[config.mk]
export PLATFORM = sky130hd
export DESIGN_NAME = led_ctrl_flat
export DESIGN_NICKNAME = d
export VERILOG_FILES = /design/src/rtl/led_ctrl_if.sv /design/src/rtl/led_ctrl.sv /design/src/flat_wrapper.sv
export SDC_FILE = /design/constraint.sdc
export NUM_CORES = 1
export LEC_CHECK = 0
export ABC_AREA = 1
export ABC_CLOCK_PERIOD_IN_PS = 5400
export BUFFER_PORTS_ARGS = -buffer_cell sky130_fd_sc_hd__buf_4
export CELL_PAD_IN_SITES_DETAIL_PLACEMENT = 1
export CELL_PAD_IN_SITES_GLOBAL_PLACEMENT = 2
export CORE_MARGIN = 2
export CORE_UTILIZATION = 38
export CTS_BUF_LIST = sky130_fd_sc_hd__clkbuf_2 sky130_fd_sc_hd__clkbuf_4 sky130_fd_sc_hd__clkbuf_8
export DETAILED_ROUTE_END_ITERATION = 10
export PLACE_DENSITY = 0.95
export SYNTH_ARGS = -nofsm -noshare
export SYNTH_HDL_FRONTEND = slang
export SYNTH_SLANG_ARGS = --single-unit
[constraint.sdc]
create_clock -name clk -period 5.4 [get_ports clk]
set_input_delay 0.27 -clock clk [delete_from_list [all_inputs] [get_ports clk]]
set_output_delay 0.27 -clock clk [all_outputs]
set_load 0.05 [all_outputs]
[src/rtl/led_ctrl_if.sv]
// Button/mode/LED bundle between a board-level driver and the LED controller.
// The master drives the raw buttons and the mode select; the slave returns the LED drive and the debounced buttons.
interface led_ctrl_if #(
   parameter int NUM_BTN = 2,
   parameter int NUM_LED = 4
);
   logic [NUM_BTN-1:0] btn;
   logic [1:0]         mode;
   logic [NUM_LED-1:0] led;
   logic [NUM_BTN-1:0] db_btn;

   modport master (
      output btn,
      output mode,
      input  led,
      input  db_btn
   );

   modport slave (
      input  btn,
      input  mode,
      output led,
      output db_btn
   );
endinterface

[src/rtl/led_ctrl.sv]
// LED controller: synchronises and debounces push-buttons, then drives LEDs in one of
// four modes (decode, up/down count, rotating shift, blinking decode) from a registered output.
module led_ctrl #(
   parameter int NUM_BTN     = 2,
   parameter int NUM_LED     = 4,
   parameter int DB_CYCLES   = 4,
   parameter int TICK_CYCLES = 8
) (
   input  logic      clk,
   input  logic      rst,
   led_ctrl_if.slave bus
);

   localparam int DB_W = $clog2(DB_CYCLES);
   localparam int TK_W = $clog2(TICK_CYCLES);

   typedef enum logic [1:0] {
      MODE_DECODE = 2'b00,
      MODE_COUNT  = 2'b01,
      MODE_SHIFT  = 2'b10,
      MODE_BLINK  = 2'b11
   } mode_e;

   mode_e              mode;
   logic [NUM_BTN-1:0] sync1;
   logic [NUM_BTN-1:0] sync2;
   logic [NUM_BTN-1:0] db;
   logic [DB_W-1:0]    stab [NUM_BTN];
   logic [1:0]         db_prev;
   logic [1:0]         rise;
   logic [TK_W-1:0]    tick_cnt;
   logic               tick;
   logic [NUM_LED-1:0] cnt;
   logic [NUM_LED-1:0] pos;
   logic               phase;
   logic [NUM_LED-1:0] dec;
   logic [NUM_LED-1:0] led_next;
   logic [NUM_LED-1:0] led_q;

   assign mode = mode_e'(bus.mode);

   always_ff @(posedge clk) begin
      if (rst) begin
         sync1 <= '0;
         sync2 <= '0;
      end else begin
         sync1 <= bus.btn;
         sync2 <= sync1;
      end
   end

   // A bit only flips after DB_CYCLES back-to-back cycles of disagreement; any agreement restarts the count.
   always_ff @(posedge clk) begin
      if (rst) begin
         db <= '0;
         for (int i = 0; i < NUM_BTN; i++) begin
            stab[i] <= '0;
         end
      end else begin
         for (int i = 0; i < NUM_BTN; i++) begin
            if (sync2[i] != db[i]) begin
               if (stab[i] == DB_W'(DB_CYCLES - 1)) begin
                  db[i]   <= sync2[i];
                  stab[i] <= '0;
               end else begin
                  stab[i] <= stab[i] + 1'b1;
               end
            end else begin
               stab[i] <= '0;
            end
         end
      end
   end

   always_ff @(posedge clk) begin
      if (rst) begin
         db_prev <= '0;
      end else begin
         db_prev <= db[1:0];
      end
   end

   assign rise = db[1:0] & ~db_prev;

   always_ff @(posedge clk) begin
      if (rst) begin
         tick_cnt <= '0;
      end else if (tick) begin
         tick_cnt <= '0;
      end else begin
         tick_cnt <= tick_cnt + 1'b1;
      end
   end

   assign tick = (tick_cnt == TK_W'(TICK_CYCLES - 1));

   // Pressing both count buttons at once cancels out, so only a lone rise moves the counter.
   always_ff @(posedge clk) begin
      if (rst) begin
         cnt <= '0;
      end else if (mode == MODE_COUNT) begin
         case (rise)
            2'b01:   cnt <= cnt + 1'b1;
            2'b10:   cnt <= cnt - 1'b1;
            default: cnt <= cnt;
         endcase
      end
   end

   always_ff @(posedge clk) begin
      if (rst) begin
         pos <= NUM_LED'(1);
      end else if (mode == MODE_SHIFT && tick) begin
         if (db[0]) begin
            pos <= {pos[0], pos[NUM_LED-1:1]};
         end else begin
            pos <= {pos[NUM_LED-2:0], pos[NUM_LED-1]};
         end
      end
   end

   always_ff @(posedge clk) begin
      if (rst) begin
         phase <= 1'b0;
      end else if (mode == MODE_BLINK && tick) begin
         phase <= ~phase;
      end
   end

   // Button value v lights LED v-1; zero lights nothing.
   always_comb begin
      dec = '0;
      for (int i = 0; i < NUM_LED; i++) begin
         if (int'(db) == i + 1) begin
            dec[i] = 1'b1;
         end
      end
   end

   always_comb begin
      led_next = '0;
      case (mode)
         MODE_DECODE: led_next = dec;
         MODE_COUNT:  led_next = cnt;
         MODE_SHIFT:  led_next = pos;
         MODE_BLINK:  led_next = phase ? dec : '0;
         default:     led_next = '0;
      endcase
   end

   always_ff @(posedge clk) begin
      if (rst) begin
         led_q <= '0;
      end else begin
         led_q <= led_next;
      end
   end

   assign bus.led    = led_q;
   assign bus.db_btn = db;

endmodule

[src/flat_wrapper.sv]
// flat-port wrapper written by rule: the top's interface ports become plain ports
module led_ctrl_flat 
#(
   parameter int NUM_BTN     = 2,
   parameter int NUM_LED     = 4,
   parameter int DB_CYCLES   = 4,
   parameter int TICK_CYCLES = 8
)
  (clk, rst, bus_btn, bus_mode, bus_led, bus_db_btn);
  led_ctrl_if #(.NUM_BTN(NUM_BTN), .NUM_LED(NUM_LED)) bus_i ();
  input  logic clk;
  input  logic rst;
  input wire logic [$bits(bus_i.btn)-1:0] bus_btn;
  input wire logic [$bits(bus_i.mode)-1:0] bus_mode;
  output wire logic [$bits(bus_i.led)-1:0] bus_led;
  output wire logic [$bits(bus_i.db_btn)-1:0] bus_db_btn;
  assign bus_i.btn = bus_btn;
  assign bus_i.mode = bus_mode;
  assign bus_led = bus_i.led;
  assign bus_db_btn = bus_i.db_btn;
  led_ctrl #(.NUM_BTN(NUM_BTN), .NUM_LED(NUM_LED), .DB_CYCLES(DB_CYCLES), .TICK_CYCLES(TICK_CYCLES)) u_core (.clk(clk), .rst(rst), .bus(bus_i));
endmodule
[Word-level counts from Yosys, hierarchy flattened]
Memories as Yosys holds them, arrays and structs flattened.
Cells that the tools add are included.
Cells by class
  $add $sub $neg: 5
  equality and inequality tests: 13
  multiplexer cells: 37
  bitwise gates (word level): 9
  reductions and logical operators: 8
Operator list (count)
  $mux 1: 27
  $pmux 4 s4: 1
  $eq 2x2->1 const B: 7
  $mux 2: 6
  $pmux 4 s2: 1
  $eq 2x1->1 const B: 3
  $or 1x1->1: 6
  $reduce_and 2->1: 3
  $add 2x1->2 const B: 2
  $add 4x1->4 const B: 1
  $mux 4: 1
  $sub 4x1->4 const B: 1
  $add 3x1->3 const B: 1
  $eq 3x3->1 const B: 1
  $mux 3: 1
  $and 2x2->2: 1
  $logic_and 1x1->1: 2
  $logic_not 2->1: 1
  $ne 1x1->1: 2
  $not 2->2: 1
  $reduce_bool 2->1: 1
  $reduce_or 2->1: 1
  $not 1->1: 1
Storage, ports and cells
  register bits: 24
  bits in writable memories: 4
  input bits: 6
  memories kept: 1
Memories
  u_core.stab: depth 2, bits a word 2, read ports 2, clocked after memory_dff 0, write ports 2, line led_ctrl.sv:28  | logic [DB_W-1:0] stab [NUM_BTN];

[Longest topological paths before layout]
Gate-level depths: netlist (run 1).
An unclocked memory read counts as a cell.
  word-level depth: 9
  depth in mapped cells: 13
  depth with buffers taken out: 12

[Worst setup path after synthesis (run 1)]
Ideal clock, no wire load.
  kind: register to register
  start: register u_core.db[0], in the netlist u_core.bus.db_btn[0]
  end: register u_core.cnt[2]
  library setup time: 0.113 ns
  data arrival time: 2.165 ns
  data required time: 5.287 ns
  slack: 3.121 ns
  cell stages (with the launch flop): 13
  period minus slack after synthesis: 2.279 ns
  path through: dfxtp_1 clkbuf_2 inv_1 or2_2 ha_1 nand2_1 inv_1 nor2_1 ha_1 a21oi_1 xnor2_1 o21ai_1 inv_1
Between the ends
  longest elaborated chain between the ends: 4
  elaborated cells on any way between the ends: 6
  those cells by class: eq/ne (2); mux (1); bitwise (1); reduce/logical (2)
Ends and longest elaborated chain
  start: declaration: line led_ctrl.sv:27  | logic [NUM_BTN-1:0] db;
  start signal: indexed assignment: line led_ctrl.sv:63  | db[i] <= sync2[i];
  $and 2x2->2 (*): line led_ctrl.sv:83  | assign rise = db[1:0] & ~db_prev;
  $eq 2x1->1 or $eq 2x2->1 (tied branches): line led_ctrl.sv:102  | case (rise)
  $reduce_bool 2->1 (no source line)
  $reduce_and 2->1 (no source line)
  end signal: assignment: line led_ctrl.sv:103  | 2'b01: cnt <= cnt + 1'b1;
  end signal: assignment: line led_ctrl.sv:104  | 2'b10: cnt <= cnt - 1'b1;
  end signal: assignment: line led_ctrl.sv:105  | default: cnt <= cnt;
  end: declaration: line led_ctrl.sv:33  | logic [NUM_LED-1:0] cnt;
Mark *: on every way between the ends. The rest lies on a longest branch, timed or not.
A chain may end at the register's enable or synchronous reset.

[Worst setup path after layout (run 1)]
Ends and elaborated chain as after synthesis.

==> results of run 1 <==
==> layer usage <==
layer,vias to the layer above,track usage,share of wire
li1,514,-,-
met1,467,0.191,0.46
met2,11,0.286,0.50
met3,2,0.0252,0.029
met4,0,0.0699,0.012
met5,-,0,0
==> path summary, 6_finish.rpt <==
check                                    startpoint                    endpoint  slack [ns]
hold / removal                           bus_btn[1]  u_core.sync1[1]$_SDFF_PP0_        0.12
setup reg to reg  u_core.bus.db_btn[0]$_SDFFE_PP0N_  u_core.cnt[2]$_SDFFE_PP0P_        3.29
hold reg to reg          u_core.sync1[1]$_SDFF_PP0_  u_core.sync2[1]$_SDFF_PP0_        0.42
setup / recovery  u_core.bus.db_btn[0]$_SDFFE_PP0N_  u_core.cnt[2]$_SDFFE_PP0P_        3.29
==> cells by family (layout without fill, tap and decap cells) <==
| family | count (synthesis) | after routing | share of synthesized area |
|---|---|---|---|
| other cells | 1 | 4 | 0.00298 |
| compound gates | 26 | 26 | 0.121 |
| fa+ha+maj | 7 | 7 | 0.0696 |
| xor+xnor | 5 | 5 | 0.0348 |
| buf+inv | 32 | 42 | 0.107 |
| simple gates | 57 | 57 | 0.187 |
| flops | 28 | 28 | 0.477 |
==> power breakdown <==
group	switching (W)	internal (W)
Sequential	0.00000349	0.000218
Clock	0.0000623	0.0000263
Combinational	0.0000186	0.0000106
==> worst reg2reg max path, stage by stage, from the launching register on <==
cell	delay (ns)
dfxtp_1	0.50
inv_1	0.17
or2_2	0.32
ha_1	0.24
nand2_1	0.08
inv_1	0.05
nor2_1	0.16
ha_1	0.18
a21oi_1	0.05
xnor2_1	0.13
o21ai_1	0.11
inv_1	0.04
==> layout make-up <==
class,instances,share of cell area
Sequential cell,28,0.427
Multi-Input combinational cell,99,0.380
Inverter,28,0.0784
Timing Repair Buffer,11,0.0588
Tap cell,44,0.0392
Clock buffer,3,0.0160
==> through the flow <==
stage / area [um2] / hold slack, ns / setup slack (ns) / power (W)
floorplan: 1270 / 0.339 / 3.12 / 0.000246
global route: 1410 / 0.124 / 3.06 / 0.000358
finish: 1410 / 0.124 / 3.29 / 0.000339
global placement: 1380 / 0.391 / 3.45 / 0.000254
CTS: 1410 / 0.113 / 3.26 / 0.000345
detailed placement: 1380 / 0.412 / 3.28 / 0.000256
==> state kept, by name, indices dropped and copies added, names as in the netlist, 2 cells and up <==
| signal | count |
|---|---|
| u_core.db_prev | 2 |
| u_core.bus.db_btn | 2 |
| u_core.sync1 | 2 |
| u_core.sync2 | 2 |
| u_core.pos | 4 |
| u_core.cnt | 4 |
| u_core.bus.led | 4 |
| u_core.stab | 4 |
| u_core.tick_cnt | 3 |
==> layout by cell type, fill, tap and decap left out <==
cell / instances
o22ai_1: 1
a21oi_2: 1
xnor2_1: 2
clkinv_4: 1
inv_2: 1
o21a_1: 1
o21ai_1: 1
nand2_1: 26
or2_2: 1
xor2_1: 3
nand3_1: 9
o21ai_0: 7
nor2_2: 1
inv_1: 26
clkbuf_4: 3
dfxtp_1: 24
edfxtp_1: 4
nand2_2: 1
a21oi_1: 8
o211ai_1: 2
buf_4: 11
or2_1: 1
a31oi_1: 3
nor2_1: 18
o31ai_1: 1
conb_1: 4
ha_1: 7
a22o_1: 1
==> summary.md, run 1 <==
| Metric | Value |
|---|---|
| Leak | `0.650 nW` |
| Final setup viols | `0` |
| Chip Height | `61.6 um` |
| Max Fanout on Critical Path | `8` |
| Synthesized flop and latch total | `28` |
| Hold-fix buffers at CTS | `0` |
| Die X | `61.6 um` |
| Crit path top cell by count | `inv_1` |
| Post-synthesis sequential area ratio | `0.477` |
| Via density | `4.67` |
| GRT Total Usage | `0.161` |
| Status | `complete, no violations` |
| Tcrit/Tclk final | `0.391` |
| Hold violation total from the final report | `0` |
| Clk pin slew, worst setup/hold paths | `0.15 ns` |
| # DRC | `0` |
| RSZ-0062 raised after global routing | `no` |
| CP Cell Sequence | `inv_1 -> or2_2 -> ha_1 -> nand2_1 -> inv_1 -> nor2_1 -> ha_1 -> a21oi_1 -> xnor2_1 -> o21ai_1 -> inv_1` |
| Yosys top cell area share | `0.382` |
| Crit path max-delay cell type | `dfxtp_1` |
| Clock Sink Count | `28` |
| ANT cells | `0` |
| Setup Fix Bufs, Post-CTS | `0` |
| Synth cell types | `30` |
| Input/output buffers | `11` |
| Peak VDD IR | `0.000106 V` |
| CP Launch Type | `register` |
| EDFF count, synth | `4` |
| IO Count | `12` |
| Router iterations before antenna repair | `4` |
| CP peak stage delay | `0.50 ns` |
| Required @ worst endpoint | `5.65 ns` |
| Routed Antenna Nets | `0` |
| Dpl cells | `210` |
| Syn-to-layout area delta | `11.6%` |
| DRT iter0 DRCs | `55` |
| First-pass GRT wire length | `4.48 mm` |
| Fraction of final layout cells sized beyond drive strength 1 | `0.118` |
| FILL cells | `413` |
| CP Buf/Inv Count | `3` |
| Worst Hold Class | `in2reg` |
| Worst EP arrival | `2.36 ns` |
| Setup crit end kind | `register` |
| Levels on crit path | `11` |
| Initial Util | `0.406` |
| Total Neg Setup Slack | `0 ns` |
| Primary FF master, synth | `dfxtp_1` |
| Netlist Area Pre-Place | `0.00126 mm2` |
| Avg WL per Cell | `11.8 um` |
| Final nets | `184` |
| Vias in the first global route | `1096` |
| Post-CTS sizing | `0` |
| Slew Viols, Final | `0` |
| Placer congestion estimate | `0.852` |
| Die area | `0.00379 mm2` |
| Later-pin clock latency in the skew report | `0.33 ns` |
| YS warnings | `0` |
| Top cells by count, synth | `inv_1, nand2_1, dfxtp_1, nor2_1, nand3_1` |
| Post-detail-place hpwl | `2.00 mm` |
| Maxcap violations | `0` |
| Worst hold stages | `3` |
| Crit path kind | `reg2reg` |
| Reg area | `601 um2` |
| Worst clock skew | `0.00149 ns` |
| Global route total overflow | `0` |
| CTS tree | `done` |
| Cell taking the most area after synthesis | `dfxtp_1` |
| Row count | `20` |
| Synth area leaders | `dfxtp_1, edfxtp_1, inv_1` |
| Cells after Synth | `156` |
| CP delay by family, top | `simple AND/OR/NAND/NOR gates` |
| FFs w/ async S/R, synth | `0` |
| Total number of vias | `994` |
| Final Instance Count excl. Fillers | `213` |
| Total core area | `0.00310 mm2` |
| Max Buffers Root-to-Sink | `2` |
| Register-to-Register Path Depth | `11` |
| Pin count of the biggest net entering global routing | `16` |
| Clock Root Buffer | `clkbuf_4` |
| F_max | `474 MHz` |
| PD cells | `241 mW/mm2` |
| Initial antenna violation count | `0` |
| Detailed Route WL | `2.52 mm` |
| CTS buffer count | `3` |
| H-tree levels | `1` |
| Syn avg cell area | `8.07 um2` |
| Area occupied by multi-input gates | `534 um2` |
| Tmin final | `2.11 ns` |
| Core Util, Final | `0.453` |
(Power assumes the default switching activity.)
==> run 2, diff against run 1 <==
Settings changed: ABC_CLOCK_PERIOD_IN_PS 5400 to 2200, CORE_UTILIZATION 38 to 36, PLACE_DENSITY 0.95 to 0.92.
Clock period 5.4 ns to 2.2 ns, I/O delays scaled along.
==> summary.md, run 2 (same netlist as run 1, synthesis figures left out) <==
| Metric | Value |
|---|---|
| Status | `complete, no violations` |
| Initial antenna violation count | `0` |
| CTS tree | `done` |
| Fraction of final layout cells sized beyond drive strength 1 | `0.123` |
| DRT iter0 DRCs | `51` |
| Placed Area | `0.00139 mm2` |
| Total Neg Setup Slack | `0 ns` |
| Setup crit end kind | `register` |
| Final setup margin | `0.163 ns` |
| Total number of vias | `1010` |
| Worst EP arrival | `2.28 ns` |
| R2r startpoint | `u_core.bus.db_btn[0]$_SDFFE_PP0N_` |
| Register-to-Register Path Depth | `10` |
| Pin count of the biggest net entering global routing | `16` |
| Row count | `21` |
| Clk pin slew, worst setup/hold paths | `0.14 ns` |
| Crit path max-delay cell type | `dfxtp_2` |
| Design Power | `0.000824 W` |
| CP Buf/Inv Count | `2` |
| Input/output buffers | `11` |
| RSZ-0062 raised after global routing | `no` |
| H-tree levels | `1` |
| Detailed Route WL | `2.51 mm` |
| Syn-to-layout area delta | `13.5%` |
| Worst hold stages | `2` |
| CP delay by family, top | `simple AND/OR/NAND/NOR gates` |
| Commonest non-fill, non-tap cells in the layout | `nand2_1, inv_1, dfxtp_1` |
| Smallest hold slack | `0.0576 ns` |
| Required @ worst endpoint | `2.44 ns` |
| Die area | `0.00399 mm2` |
| First-pass GRT wire length | `4.34 mm` |
| Maxcap violations | `0` |
| # DRC | `0` |
| Post-detail-place hpwl | `2.01 mm` |
| Final instance area | `0.00143 mm2` |
| Reg area | `602 um2` |
| Die X | `63.1 um` |
| FF-to-FF End | `u_core.cnt[2]$_SDFFE_PP0P_` |
| Area occupied by multi-input gates | `534 um2` |
| PD cells | `577 mW/mm2` |
| Clock Sink Count | `28` |
| Clock Root Buffer | `clkbuf_4` |
| Slew Viols, Final | `0` |
| Switching pwr | `0.000197 W` |
| Routed Antenna Nets | `0` |
| Placer congestion estimate | `0.796` |
| CP Cell Sequence | `inv_1 -> or2_2 -> ha_1 -> nor2_1 -> nor2_1 -> ha_1 -> a21oi_1 -> xnor2_1 -> o21ai_1 -> inv_1` |
| Total core area | `0.00334 mm2` |
| CP peak stage delay | `0.42 ns` |
| Sequential cell fraction of total power | `0.659` |
| Max Fanout on Critical Path | `8` |
| Levels on crit path | `10` |
| CP Launch Type | `register` |
| Chip Height | `63.1 um` |
| Router iterations before antenna repair | `4` |
| ANT cells | `0` |
| R2r setup slk | `0.16 ns` |
| Comb pwr share | `0.091` |
| Later-pin clock latency in the skew report | `0.32 ns` |
| Vias in the first global route | `1031` |
| Tcrit/Tclk final | `0.926` |
| Leak | `0.659 nW` |
| Net Sw Frac | `0.239` |
| Final nets | `186` |
| Global route total overflow | `0` |
| Initial Util | `0.377` |
| F_max | `491 MHz` |
| Via density | `4.65` |
| Setup Fix Bufs, Post-CTS | `0` |
| Critical path startpoint | `u_core.bus.db_btn[0]$_SDFFE_PP0N_` |
| GRT Total Usage | `0.137` |
| Tmin final | `2.04 ns` |
| CTS buffer count | `3` |
| Peak VDD IR | `0.000374 V` |
| Worst Hold Class | `in2reg` |
| Worst slack, placed | `0.193 ns` |
| FILL cells | `424` |
| Avg WL per Cell | `11.6 um` |
| Pint | `0.000628 W` |
| Hold violation total from the final report | `0` |
| Max Buffers Root-to-Sink | `2` |
| Clk network pwr share | `0.250` |
| Crit path kind | `reg2reg` |
| IO Count | `12` |
| Final setup viols | `0` |
| Worst clock skew | `0.00455 ns` |
| CP endpoint | `u_core.cnt[2]$_SDFFE_PP0P_` |
==> run 2: changes by cell type in the layout (fill, tap and decap cells not counted) <==
cell           before  now
dfxtp_2             0    1
dfxtp_1            24   23
dlygate4sd3_1       0    2
==> run 2: what timing repair did <==
item	4_1_cts	5_1_grt
hold buffers	2	0
hold endpoints to repair	2	0
resized for setup	0	0
==> run 2: per-layer routing <==
layer / up-vias / share of wire / track usage
met2: 10 / 0.54 / 0.271
li1: 517 / - / -
met5: - / 0 / 0
met4: 0 / 0.0044 / 0.0167
met3: 2 / 0.033 / 0.0446
met1: 481 / 0.42 / 0.140
==> run 2: worst min path at each step <==
stage                from                      endpoint  slack (ns)
2_1_floorplan         rst  u_core.bus.led[0]$_SDFF_PP0_        0.18
3_3_place_gp   bus_btn[1]    u_core.sync1[1]$_SDFF_PP0_        0.31
3_5_place_dp   bus_btn[1]    u_core.sync1[1]$_SDFF_PP0_        0.32
4_1_cts               rst    u_core.cnt[0]$_SDFFE_PP0P_        0.06
5_1_grt               rst    u_core.cnt[0]$_SDFFE_PP0P_        0.06
6_report              rst    u_core.cnt[0]$_SDFFE_PP0P_        0.06
==> run 2: power groups by stage <==
stage               registers, W  logic (W)  clock network (W)
floorplan               0.000559  0.0000449                  0
global placement        0.000554  0.0000703                  0
detailed placement      0.000555  0.0000738                  0
CTS                     0.000544  0.0000768           0.000217
global route            0.000546  0.0000871           0.000237
finish                  0.000543  0.0000749           0.000206
==> run 2: area by class of cell <==
type                            count  area share
Inverter                           28      0.0771
Sequential cell                    28       0.421
Clock buffer                        3      0.0158
Timing Repair Buffer               13      0.0718
Multi-Input combinational cell     99       0.374
Tap cell                           46      0.0403
==> run 2: through the flow <==
stage | util | std cells
2_1_floorplan | - | 159
3_3_place_gp | 0.415 | 212
3_5_place_dp | 0.415 | 212
4_1_cts | 0.428 | 217
5_1_grt | 0.428 | 217
6_report | 0.428 | 217
==> run 3, diff against run 2 <==
Settings changed: ABC_CLOCK_PERIOD_IN_PS 2200 to 1710, CORE_UTILIZATION 36 to 32, PLACE_DENSITY 0.92 to 0.87.
Clock period 2.2 ns to 1.71 ns, I/O delays scaled along.
==> summary.md, run 3 (same netlist as run 1, synthesis figures left out) <==
| Metric | Value |
|---|---|
| Clock Sink Count | `28` |
| PD cells | `868 mW/mm2` |
| Tmin final | `1.67 ns` |
| Max Fanout on Critical Path | `4` |
| Status | `complete, no violations` |
| Tcrit/Tclk final | `0.974` |
| Row count | `22` |
| Design Power | `0.00133 W` |
| CTS buffer count | `3` |
| Detailed Route WL | `2.76 mm` |
| Commonest non-fill, non-tap cells in the layout | `nand2_1, inv_1, dfxtp_1` |
| Global route total overflow | `0` |
| Setup crit end kind | `register` |
| Post-detail-place hpwl | `2.12 mm` |
| Crit path kind | `reg2reg` |
| GRT Total Usage | `0.144` |
| Slew Viols, Final | `0` |
| Crit path max-delay cell type | `dfxtp_4` |
| Clock Root Buffer | `clkbuf_8` |
| Vias in the first global route | `1058` |
| Pin count of the biggest net entering global routing | `17` |
| Input/output buffers | `11` |
| CP peak stage delay | `0.38 ns` |
| CP delay by family, top | `simple AND/OR/NAND/NOR gates` |
| Worst clock skew | `0.00148 ns` |
| Hold violation total from the final report | `0` |
| H-tree levels | `1` |
| Final setup viols | `0` |
| Initial antenna violation count | `0` |
| ANT cells | `0` |
| Most common cell after layout, fill and taps aside | `nand2_1` |
| Clk pin slew, worst setup/hold paths | `0.10 ns` |
| Via density | `4.62` |
| Chip Height | `66.7 um` |
| F_max | `600 MHz` |
| CTS tree | `done` |
| Syn-to-layout area delta | `21.6%` |
| Worst EP arrival | `1.85 ns` |
| Avg WL per Cell | `12.5 um` |
| Router iterations before antenna repair | `4` |
| Hold-fix buffers at CTS | `0` |
| Routed Antenna Nets | `0` |
| Critical path startpoint | `u_core.bus.db_btn[0]$_SDFFE_PP0N_` |
| Total number of vias | `1021` |
| Total core area | `0.00372 mm2` |
| Required @ worst endpoint | `1.89 ns` |
| Die X | `66.7 um` |
| Leak | `0.689 nW` |
| CP Cell Sequence | `inv_6 -> or2_4 -> ha_4 -> nor2_2 -> nor2_4 -> ha_2 -> a21oi_2 -> xnor2_1 -> o21ai_1 -> inv_1` |
| Die area | `0.00445 mm2` |
| Final nets | `187` |
| Maxcap violations | `0` |
| Peak VDD IR | `0.000300 V` |
| RSZ-0062 raised after global routing | `yes` |
| First-pass GRT wire length | `4.75 mm` |
| Worst Hold Class | `in2reg` |
| HP Start | `bus_btn[1]` |
| DRT iter0 DRCs | `21` |
| Total Neg Setup Slack | `0 ns` |
| Later-pin clock latency in the skew report | `0.28 ns` |
| Placer congestion estimate | `0.760` |
| R2r startpoint | `u_core.bus.db_btn[0]$_SDFFE_PP0N_` |
| CP Launch Type | `register` |
| # DRC | `0` |
| Initial Util | `0.339` |
| CP Buf/Inv Count | `2` |
| Max Buffers Root-to-Sink | `2` |
| IO Count | `12` |
| Fraction of final layout cells sized beyond drive strength 1 | `0.208` |
==> run 3: cell types whose count changed in the layout (fill, tap and decap cells not counted), moves of 2 or more <==
cell | before | now
buf_4 | 11 | 14
clkbuf_4 | 3 | 0
clkbuf_8 | 0 | 3
dlygate4sd3_1 | 2 | 0
ha_1 | 7 | 5
inv_1 | 26 | 24
nor2_1 | 18 | 15
nor2_2 | 1 | 3
or2_4 | 0 | 2
==> run 3: final cells by class <==
cell class                      instances  area, um2
Timing Repair Buffer                   14        105
Tap cell                               48       60.1
Clock buffer                            3       41.3
Clock inverter                          1       30.0
Sequential cell                        28        606
Multi-Input combinational cell         99        573
Inverter                               28        115
Fill cell                             468       2190
==> run 3: report_power, final <==
part	switching (W)	total, W	internal [W]
registers	0.0000105	0.000697	0.000687
logic	0.0000649	0.000104	0.0000390
clock network	0.000214	0.000528	0.000314
total	0.000290	0.00133	0.00104
==> run 3: final timing paths <==
| check | to | slack [ns] | cells after the start |
|---|---|---|---|
| worst max-delay path | u_core.cnt[2]$_SDFFE_PP0P_ | 0.04 | 10 |
| worst min-delay path | u_core.sync1[1]$_SDFF_PP0_ | 0.004 | 3 |
| worst max register to register | u_core.cnt[2]$_SDFFE_PP0P_ | 0.04 | 10 |
| worst min register to register | u_core.sync2[1]$_SDFF_PP0_ | 0.41 | 2 |
==> run 3: per-stage QoR <==
step | area [um2] | instances | utilization | hold slack [ns] | setup WS (ns)
finish | 1530 | 221 | 0.412 | 0.00432 | 0.0438
global route | 1530 | 221 | 0.412 | 0.00166 | -0.0491
CTS | 1520 | 221 | 0.408 | 0.00743 | 0.0430
detailed placement | 1440 | 216 | 0.387 | 0.303 | 0.00508
global placement | 1440 | 216 | 0.387 | 0.285 | 0.0613
floorplan | 1310 | 159 | - | 0.155 | -0.125
==> run 3: routing by layer <==
layer,vias up,GRT usage,wire length [um],share of wire
met4,0,0.0561,46,0.017
met3,5,0.0422,88,0.032
met5,-,0,0,0
met1,487,0.167,1210,0.44
met2,9,0.246,1420,0.51
li1,520,-,-,-
==> run 3: worst min-delay path: stages <==
cell    delay, ns
buf_4        0.07
inv_1        0.03
nor2_1       0.06
==> run 3: timing repair <==
action	in CTS	in global routing
resized for setup	0	7
endpoints found under the setup margin	1	2
setup buffers	1	0
hold endpoints to repair	0	0
pin swaps	0	4
